`src/rtl/ncl_mult3_sync_bridge_if.sv`:
```
`default_nettype none
// ============================================================================
// Module   : ncl_mult3_sync_bridge_if
// Brief    : Signal bundle between the synchronous datapath, the bridge and
//            the 3x3 NCL multiplier (operand bus, dual-rail rails, Ki/Ko,
//            product bus and fault status).
// Revision : 1.0 - initial release
// ============================================================================
interface ncl_mult3_sync_bridge_if;
    // Operand side (valid/ready)
    logic [2:0] a_in;
    logic [2:0] b_in;
    logic       in_valid;
    logic       in_ready;
    // Dual-rail operands towards the multiplier
    logic [2:0] ai_rail1;
    logic [2:0] ai_rail0;
    logic [2:0] bi_rail1;
    logic [2:0] bi_rail0;
    // Asynchronous handshake
    logic       ki;
    logic       ko;
    // Dual-rail product from the multiplier
    logic [5:0] po_rail1;
    logic [5:0] po_rail0;
    // Product side (valid/ready)
    logic [5:0] product;
    logic       out_valid;
    logic       out_ready;
    // Fault status
    logic       err;
    logic [1:0] err_code;

    // Environment view: drives operands, multiplier outputs and out_ready
    modport master (
        output a_in, b_in, in_valid, ko, po_rail1, po_rail0, out_ready,
        input  in_ready, ai_rail1, ai_rail0, bi_rail1, bi_rail0, ki,
               product, out_valid, err, err_code
    );

    // Bridge view
    modport slave (
        input  a_in, b_in, in_valid, ko, po_rail1, po_rail0, out_ready,
        output in_ready, ai_rail1, ai_rail0, bi_rail1, bi_rail0, ki,
               product, out_valid, err, err_code
    );
endinterface
`default_nettype wire

```
`src/rtl/ncl_mult3_sync_bridge.sv`:
```
`default_nettype none
// ============================================================================
// Module   : ncl_mult3_sync_bridge
// Brief    : Clocked producer/consumer for the 3x3 NCL multiplier. Drives
//            latched binary operands as DATA/NULL dual-rail wavefronts, closes
//            the Ki/Ko handshake, synchronises and checks the dual-rail
//            product and returns it as a binary word.
//            Optional watchdog: define NCL_MULT3_WDOG_EN to bound the time
//            spent in EVAL/FLUSH to WDOG_CYCLES cycles.
// Revision : 1.0 - initial release
// ============================================================================
module ncl_mult3_sync_bridge #(
    parameter int SYNC_STAGES = 2,
    parameter int WDOG_CYCLES = 255
) (
    input wire clk,
    input wire rst,
    ncl_mult3_sync_bridge_if.slave bus
);

    typedef enum logic [1:0] {
        ST_IDLE  = 2'd0,
        ST_EVAL  = 2'd1,
        ST_FLUSH = 2'd2,
        ST_FAULT = 2'd3
    } state_t;

    // ko plus both product rails share one synchroniser word
    localparam int         SYNC_W      = 13;
    localparam logic [1:0] ERR_ILLEGAL = 2'd1;
    localparam logic [1:0] ERR_WDOG    = 2'd2;

    if (SYNC_STAGES < 2) begin : g_bad_sync_stages
        $error("SYNC_STAGES must be at least 2");
    end
    if (WDOG_CYCLES < 1) begin : g_bad_wdog_cycles
        $error("WDOG_CYCLES must be at least 1");
    end

    state_t            state_q, state_d;
    logic [SYNC_W-1:0] sync_q [SYNC_STAGES];
    logic [SYNC_W-1:0] sync_d [SYNC_STAGES];
    logic [11:0]       po_prev_q, po_prev_d;
    logic [2:0]        a_q, a_d, b_q, b_d;
    logic [2:0]        ai_rail1_q, ai_rail1_d, ai_rail0_q, ai_rail0_d;
    logic [2:0]        bi_rail1_q, bi_rail1_d, bi_rail0_q, bi_rail0_d;
    logic              ki_q, ki_d;
    logic [5:0]        product_q, product_d;
    logic              out_valid_q, out_valid_d;
    logic              err_q, err_d;
    logic [1:0]        err_code_q, err_code_d;

    logic              ko_s;
    logic [11:0]       po_s;
    logic [5:0]        po_s1, po_s0;
    logic              any_illegal, all_data, all_null;
    logic              data_stable, null_stable;
    logic              in_ready, in_fire, wdog_expired;

    // Synchroniser chain: stage 0 samples the raw asynchronous rails
    always_comb begin
        sync_d[0] = {bus.ko, bus.po_rail1, bus.po_rail0};
        for (int i = 1; i < SYNC_STAGES; i++) begin
            sync_d[i] = sync_q[i-1];
        end
    end

    // Synchroniser flops
    always_ff @(posedge clk) begin
        for (int i = 0; i < SYNC_STAGES; i++) begin
            if (rst) sync_q[i] <= '0;
            else     sync_q[i] <= sync_d[i];
        end
    end

    assign ko_s  = sync_q[SYNC_STAGES-1][12];
    assign po_s  = sync_q[SYNC_STAGES-1][11:0];
    assign po_s1 = po_s[11:6];
    assign po_s0 = po_s[5:0];

    // Per-bit classification; an illegal bit can never be DATA, so ILLEGAL
    // naturally wins over all_data in the same cycle.
    assign any_illegal = |(po_s1 & po_s0);
    assign all_data    = &(po_s1 ^ po_s0);
    assign all_null    = ~|po_s;
    // Two identical consecutive samples filter skewed or glitching bits
    assign data_stable = all_data && (po_s == po_prev_q);
    assign null_stable = all_null && (po_s == po_prev_q);
    assign po_prev_d   = po_s;

    assign in_ready = (state_q == ST_IDLE) && ko_s && !out_valid_q && !err_q;
    assign in_fire  = bus.in_valid && in_ready;

`ifdef NCL_MULT3_WDOG_EN
    localparam int WDOG_W = $clog2(WDOG_CYCLES + 1);
    logic [WDOG_W-1:0] wdog_q, wdog_d;

    // Cycle counter for EVAL/FLUSH; restarts on every state change
    always_comb begin
        wdog_d = '0;
        if ((state_q == ST_EVAL || state_q == ST_FLUSH) && state_d == state_q) begin
            wdog_d = wdog_q + 1'b1;
        end
    end

    // Watchdog counter register
    always_ff @(posedge clk) begin
        if (rst) wdog_q <= '0;
        else     wdog_q <= wdog_d;
    end

    assign wdog_expired = (state_q == ST_EVAL || state_q == ST_FLUSH) &&
                          (wdog_q == WDOG_W'(WDOG_CYCLES));
`else
    assign wdog_expired = 1'b0;
`endif

    // Next state, operand latch, product capture and fault tracking
    always_comb begin
        state_d     = state_q;
        a_d         = a_q;
        b_d         = b_q;
        product_d   = product_q;
        out_valid_d = out_valid_q && !bus.out_ready;
        err_d       = err_q;
        err_code_d  = err_code_q;
        case (state_q)
            ST_IDLE: begin
                if (in_fire) begin
                    a_d     = bus.a_in;
                    b_d     = bus.b_in;
                    state_d = ST_EVAL;
                end
            end
            ST_EVAL: begin
                if (data_stable && !ko_s) begin
                    product_d   = po_s1;
                    out_valid_d = 1'b1;
                    state_d     = ST_FLUSH;
                end
            end
            ST_FLUSH: begin
                if (null_stable && ko_s) begin
                    state_d = ST_IDLE;
                end
            end
            default: begin
                state_d = ST_FAULT;
            end
        endcase
        if (state_q != ST_FAULT) begin
            if (any_illegal) begin
                state_d    = ST_FAULT;
                err_d      = 1'b1;
                err_code_d = ERR_ILLEGAL;
            end else if (wdog_expired) begin
                state_d    = ST_FAULT;
                err_d      = 1'b1;
                err_code_d = ERR_WDOG;
            end
        end
    end

    // Rail and Ki drive follow the current state, so they lag it by one cycle
    always_comb begin
        ai_rail1_d = '0;
        ai_rail0_d = '0;
        bi_rail1_d = '0;
        bi_rail0_d = '0;
        ki_d       = 1'b1;
        case (state_q)
            ST_EVAL: begin
                ai_rail1_d = a_q;
                ai_rail0_d = ~a_q;
                bi_rail1_d = b_q;
                bi_rail0_d = ~b_q;
            end
            ST_FLUSH, ST_FAULT: begin
                ki_d = 1'b0;
            end
            default: begin
                ki_d = 1'b1;
            end
        endcase
    end

    // State, operand, rail, output and status registers
    always_ff @(posedge clk) begin
        if (rst) begin
            state_q     <= ST_IDLE;
            po_prev_q   <= '0;
            a_q         <= '0;
            b_q         <= '0;
            ai_rail1_q  <= '0;
            ai_rail0_q  <= '0;
            bi_rail1_q  <= '0;
            bi_rail0_q  <= '0;
            ki_q        <= 1'b1;
            product_q   <= '0;
            out_valid_q <= 1'b0;
            err_q       <= 1'b0;
            err_code_q  <= '0;
        end else begin
            state_q     <= state_d;
            po_prev_q   <= po_prev_d;
            a_q         <= a_d;
            b_q         <= b_d;
            ai_rail1_q  <= ai_rail1_d;
            ai_rail0_q  <= ai_rail0_d;
            bi_rail1_q  <= bi_rail1_d;
            bi_rail0_q  <= bi_rail0_d;
            ki_q        <= ki_d;
            product_q   <= product_d;
            out_valid_q <= out_valid_d;
            err_q       <= err_d;
            err_code_q  <= err_code_d;
        end
    end

    assign bus.in_ready  = in_ready;
    assign bus.ai_rail1  = ai_rail1_q;
    assign bus.ai_rail0  = ai_rail0_q;
    assign bus.bi_rail1  = bi_rail1_q;
    assign bus.bi_rail0  = bi_rail0_q;
    assign bus.ki        = ki_q;
    assign bus.product   = product_q;
    assign bus.out_valid = out_valid_q;
    assign bus.err       = err_q;
    assign bus.err_code  = err_code_q;

endmodule
`default_nettype wire

```
`src/flat_wrapper.sv`:
```
// flat-port wrapper written by rule: the top's interface ports become plain ports
module ncl_mult3_sync_bridge_flat 
#(
    parameter int SYNC_STAGES = 2,
    parameter int WDOG_CYCLES = 255
)
  (clk, rst, bus_a_in, bus_b_in, bus_in_valid, bus_ko, bus_po_rail1, bus_po_rail0, bus_out_ready, bus_in_ready, bus_ai_rail1, bus_ai_rail0, bus_bi_rail1, bus_bi_rail0, bus_ki, bus_product, bus_out_valid, bus_err, bus_err_code);
  ncl_mult3_sync_bridge_if bus_i ();
  input wire clk;
  input wire rst;
  input wire logic [$bits(bus_i.a_in)-1:0] bus_a_in;
  input wire logic [$bits(bus_i.b_in)-1:0] bus_b_in;
  input wire logic [$bits(bus_i.in_valid)-1:0] bus_in_valid;
  input wire logic [$bits(bus_i.ko)-1:0] bus_ko;
  input wire logic [$bits(bus_i.po_rail1)-1:0] bus_po_rail1;
  input wire logic [$bits(bus_i.po_rail0)-1:0] bus_po_rail0;
  input wire logic [$bits(bus_i.out_ready)-1:0] bus_out_ready;
  output wire logic [$bits(bus_i.in_ready)-1:0] bus_in_ready;
  output wire logic [$bits(bus_i.ai_rail1)-1:0] bus_ai_rail1;
  output wire logic [$bits(bus_i.ai_rail0)-1:0] bus_ai_rail0;
  output wire logic [$bits(bus_i.bi_rail1)-1:0] bus_bi_rail1;
  output wire logic [$bits(bus_i.bi_rail0)-1:0] bus_bi_rail0;
  output wire logic [$bits(bus_i.ki)-1:0] bus_ki;
  output wire logic [$bits(bus_i.product)-1:0] bus_product;
  output wire logic [$bits(bus_i.out_valid)-1:0] bus_out_valid;
  output wire logic [$bits(bus_i.err)-1:0] bus_err;
  output wire logic [$bits(bus_i.err_code)-1:0] bus_err_code;
  assign bus_i.a_in = bus_a_in;
  assign bus_i.b_in = bus_b_in;
  assign bus_i.in_valid = bus_in_valid;
  assign bus_i.ko = bus_ko;
  assign bus_i.po_rail1 = bus_po_rail1;
  assign bus_i.po_rail0 = bus_po_rail0;
  assign bus_i.out_ready = bus_out_ready;
  assign bus_in_ready = bus_i.in_ready;
  assign bus_ai_rail1 = bus_i.ai_rail1;
  assign bus_ai_rail0 = bus_i.ai_rail0;
  assign bus_bi_rail1 = bus_i.bi_rail1;
  assign bus_bi_rail0 = bus_i.bi_rail0;
  assign bus_ki = bus_i.ki;
  assign bus_product = bus_i.product;
  assign bus_out_valid = bus_i.out_valid;
  assign bus_err = bus_i.err;
  assign bus_err_code = bus_i.err_code;
  ncl_mult3_sync_bridge #(.SYNC_STAGES(SYNC_STAGES), .WDOG_CYCLES(WDOG_CYCLES)) u_core (.clk(clk), .rst(rst), .bus(bus_i));
endmodule
```
`config.mk`:
```
export PLATFORM = sky130hd
export DESIGN_NAME = ncl_mult3_sync_bridge_flat
export DESIGN_NICKNAME = d
export VERILOG_FILES = /design/src/rtl/ncl_mult3_sync_bridge_if.sv /design/src/rtl/ncl_mult3_sync_bridge.sv /design/src/flat_wrapper.sv
export SDC_FILE = /design/constraint.sdc
export NUM_CORES = 1
export LEC_CHECK = 0
export CAP_MARGIN = 15
export CORE_AREA = 2 2 75 77
export CTS_CLUSTER_SIZE = 40
export DETAILED_ROUTE_END_ITERATION = 12
export DIE_AREA = 0 0 77 79
export PLACE_DENSITY = 0.75
export RECOVER_POWER = 50
export SETUP_SLACK_MARGIN = 0.4
export SKIP_LAST_GASP = 1
export SYNTH_ARGS = -nofsm -noshare
export SYNTH_HDL_FRONTEND = slang
export SYNTH_SLANG_ARGS = --single-unit
export TNS_END_PERCENT = 20
```
`constraint.sdc`:
```
create_clock -name clk -period 1.62 [get_ports clk]
set_input_delay 0.324 -clock clk [delete_from_list [all_inputs] [get_ports clk]]
set_output_delay 0.324 -clock clk [all_outputs]
set_load 0.01 [all_outputs]
```
-- After elaboration in Yosys (flattened, before gate mapping)
Memory sizes are Yosys's and may differ from the RTL's.
Cells that the tools add are included.
- register bits after elaboration: 41
- RAM bits: 26
- output and inout port bits: 24
- logic and storage cells: 62
- memories: 1
- eq/ne operators: 5
- multiplexer cells: 14
- bitwise gates (word level): 7
- reduce and logical (&&, ||, !) cells: 23
- memory list (name ; depth ; width ; read ports ; clocked after memory_dff ; wr ports ; line ; source):
    u_core.sync_q ; 2 ; 13 ; 2 ; 0 ; 2 ; ncl_mult3_sync_bridge.sv:41 ; logic [SYNC_W-1:0] sync_q [SYNC_STAGES];
- operator list (cell ; number):
    2-to-1 mux 13 bit ; 2
    == test 12 bit ; 1
    OR reduction 12 bit ; 1
    2-to-1 mux 2 bit ; 5
    logical AND 1 bit ; 9
    bitwise AND 6 bit ; 1
    2-to-1 mux 1 bit ; 6
    NOT 3 bit ; 2
    case mux 2 bit (3 select lines) ; 1
    AND reduction 2 bit ; 3
    AND reduction 6 bit ; 1
    OR reduction 6 bit ; 1
    XOR 6 bit ; 1
    zero test 1 bit ; 5
    == test 2 bit (second input constant) ; 2
    OR reduction 2 bit ; 2
    == test 2 x 1 -> 1 bit (second input constant) ; 1
    zero test 2 bit ; 1
    inequality test 2 bit (second input constant) ; 1
    bitwise OR 1 bit ; 2
    NOT 1 bit ; 1

-- Depth between registers and ports, before layout
- depth after elaboration: 9
- mapped depth: 6

-- Least setup slack after synthesis
No wires, ideal clock.
- path kind: register to register
- from: memory u_core.sync_q[1][6]
- to: register u_core.product_q[0], in the netlist u_core.bus.product[0]
- arrival: 1463 ps
- required time: 1492 ps
- setup slack: 29 ps
- cell stages (with the launch flop): 7
- cells stage by stage: dfxtp_1 -> ha_1 -> nand4_1 -> nor4_2 -> nand4_4 -> mux2i_1 -> nor2_1
- RTL lines (element ; line ; source):
    start, declared ; ncl_mult3_sync_bridge.sv:41 ;
    end signal, assigned ; ncl_mult3_sync_bridge.sv:213 ; product_q <= product_d;
    end, declared ; ncl_mult3_sync_bridge.sv:48 ; logic [5:0] product_q, product_d;

==> metrics.txt <==
setup violators final 12; # fillers 451; Post-Layout Cell Count 359; Cell Area, Synth 2310 um^2; drt first pass iters 7; Clock Path Buffers 2; CP Cell Sequence ha_4 > nand4_1 > nor4_4 > nand4_4 > mux2i_1 > nor2_1; critical path launch point type register; Die ar. 6080 um^2; Tmin final 1720 ps; cts hold-fix bufs 0; routed len/inst 12.6 um; critical setup path kind reg2reg; Critical Path End Type register; register area 1350 um^2; max-cap violations 0; Post-synth EDFFs 0; CORE AREA 5340 um^2; Critical Path AT 1960 ps; gr usage total 16.2%; f_max 0.580 GHz; CTS tree yes; Avg Inst Size Synth 11.1 um^2; H-tree levels 3; die extent in x 77 um; largest stage delay on the critical path 340 ps; Synth async-reset ratio 0%; reg2reg setup slack -100 ps; clk_skew 9.84 ps; Post-synth top flop dfxtp_1; flop and latch count out of synthesis 67; vias per cell 4.63; placed insts 339; CTS root buf clkbuf_8; crit-path max FO 8; Distinct cells, synth 28; Cells after Synth 208; hold_sp rst; IO Pins 47; via count 1,661; GPL Wtd Cong 0.857; slowest CP cell dfxtp_2; Final Cycle Share 106%; total chip power 3590 uW; die height 79 um; Starting Density 43.2%; vias in the first global route 1,568; Final Max Slew Viols 0; final worst slack -105 ps; worst hold path class in2reg; total inserted antenna cells 0; PD cells 1080 nW/um^2; RSZ-0062 raised after global routing yes; Worst VDD drop 0.801 mV; DRT iter0 DRCs 98; hold path depth 2; Routed WL 4540 um; layout cells sized above 1 22.6%; largest net degree at the start of global routing 46; first-pass GRT wire length 7350 um; fin nets 311; Leakage Power 0.00142 uW; Hold Fails Final Rpt 0; port bufs 45; synth warn 0; clk slew on worst S/H paths 70 ps; Critical R2R Capture u_core.bus.product[5]$_SDFFE_PP0P_; reg2reg start u_core.sync_q[1][0]$_SDFF_PP0_; Area Overhead vs Synth 44.3%; antenna viol nets, final 0; Multi-input gate area 985 um^2; data required time of the critical path 1850 ps; failing checks setup timing; Worst Hold End u_core.bus.product[2]$_SDFFE_PP0P_; initial antenna violation count 0; Overflow after GRT 0; HPWL Detailed 3120 um; CTS Sinks 67; clock latency on the worst-skew pair 340 ps; CTS Buf Count 9; DR DRC count 0; syn nets 237; status finished with violations; post-synthesis sequential area ratio 58.2%; R2R cell count 6; std cell rows 27
-- worst max path at each step --
stage / start / to / depth (start not counted)
6_report: u_core.sync_q[1][0]$_SDFF_PP0_ / u_core.bus.product[5]$_SDFFE_PP0P_ / 6
5_1_grt: u_core.sync_q[1][0]$_SDFF_PP0_ / u_core.bus.product[2]$_SDFFE_PP0P_ / 6
4_1_cts: u_core.sync_q[1][6]$_SDFF_PP0_ / u_core.bus.product[5]$_SDFFE_PP0P_ / 6
3_5_place_dp: u_core.sync_q[1][1]$_SDFF_PP0_ / u_core.bus.product[5]$_SDFFE_PP0P_ / 6
3_3_place_gp: u_core.sync_q[1][7]$_SDFF_PP0_ / u_core.bus.product[5]$_SDFFE_PP0P_ / 6
2_1_floorplan: u_core.sync_q[1][6]$_SDFF_PP0_ / u_core.bus.product[0]$_SDFFE_PP0P_ / 6
-- state kept, by name, summed over array words and instances (netlist names) --
register              count
u_core.bus.ai_rail1       3
u_core.bus.err            1
u_core.sync_q            26
u_core.b_q                3
u_core.po_prev_q         12
u_core.bus.product        6
u_core.bus.bi_rail1       3
u_core.a_q                3
u_core.bus.ki             1
u_core.bus.ai_rail0       3
u_core.bus.bi_rail0       3
u_core.state_q            2
u_core.bus.out_valid      1
-- placed cells by master (no fill, tap or decap), drive strengths merged --
master,instances
o21ai,1
nand2b,4
dlygate4sd2,1
nor2,14
clkdlybuf4s50,41
mux2i,6
and2,6
or4,2
or2,1
nor2b,38
a21oi,8
xor2,12
ha,6
nand3,6
buf,30
nand4,4
a21o,1
conb,1
clkbuf,12
inv,1
clkinv,1
dfxtp,67
clkinvlp,1
nor4,8
nand2,10
bufinv,2
a31oi,2
nor3,1
-- repair_timing --
item	CTS	global route
endpoints found under the hold margin	0	0
pin swaps	3	2
setup buffers	4	0
gates resized for setup	17	5
setup endpoints to repair	39	39
-- power breakdown --
part / total, uW / internal, uW / switching, uW
logic: 318 / 183 / 135
registers: 1730 / 1700 / 30.1
clock network: 1540 / 948 / 595
-- cells by family (layout without fill, tap and decap cells) --
logic type | after synthesis | after routing | share of synthesized area, %
AO/OA/AOI/OAI | 12 | 12 | 2.82
XOR/XNOR | 12 | 12 | 4.56
adder cells (fa/ha/maj) | 6 | 6 | 3.26
buffers and inverters | 10 | 89 | 1.95
flip-flops | 67 | 67 | 58.2
multiplexers | 6 | 6 | 2.60
other | 1 | 1 | 0.163
AND/OR/NAND/NOR | 94 | 94 | 26.5
-- area by class of cell --
cell class | count | area share [%]
inverters | 1 | 0.113
multi-input cells | 131 | 29.6
clock inverters | 4 | 2.18
well taps | 72 | 2.71
repair buffers | 72 | 20.1
flip-flops and latches | 67 | 40.6
clock buffers | 12 | 4.66
-- through the flow --
step / setup TNS (ps) / hold WS, ps / area [um^2] / utilization, % / setup WS (ps)
2_1_floorplan: 0 / 406 / 2320 / - / 42.9
3_3_place_gp: -139 / 416 / 3000 / 56.3 / -24.3
3_5_place_dp: -714 / 423 / 3000 / 56.3 / -117
4_1_cts: -692 / 297 / 3290 / 61.7 / -86.2
5_1_grt: -1850 / 316 / 3330 / 62.3 / -216
6_report: -769 / 327 / 3330 / 62.3 / -105
-- synthesized netlist by cell type (all sizes together), types with 4 or more instances --
master   n  area, um^2
a21oi    8        40.0
and2     6        37.5
clkbuf   6        22.5
dfxtp   67        1340
ha       6        75.1
mux2i    6        60.1
nand2   10        37.5
nand2b   4        32.5
nand3    6        30.0
nand4    4        40.0
nor2    14        52.6
nor2b   38         238
nor4     8         116
xor2    12         105
-- routing by layer --
metal / GRT usage [%] / part of all wire (%) / vias up
li1: - / - / 829
met1: 18.8 / 45 / 790
met2: 25.8 / 50 / 35
met3: 5.57 / 3.8 / 7
met4: 9.64 / 1.6 / 0
met5: 0 / 0 / -
-- worst max-delay path, delay by kind of cell (launching register included) --
kind          cells  cell delay [ps]
flops             1              340
mux               1              230
simple gates      4              790
fa+ha+maj         1              260
(Power assumes the default switching activity.)
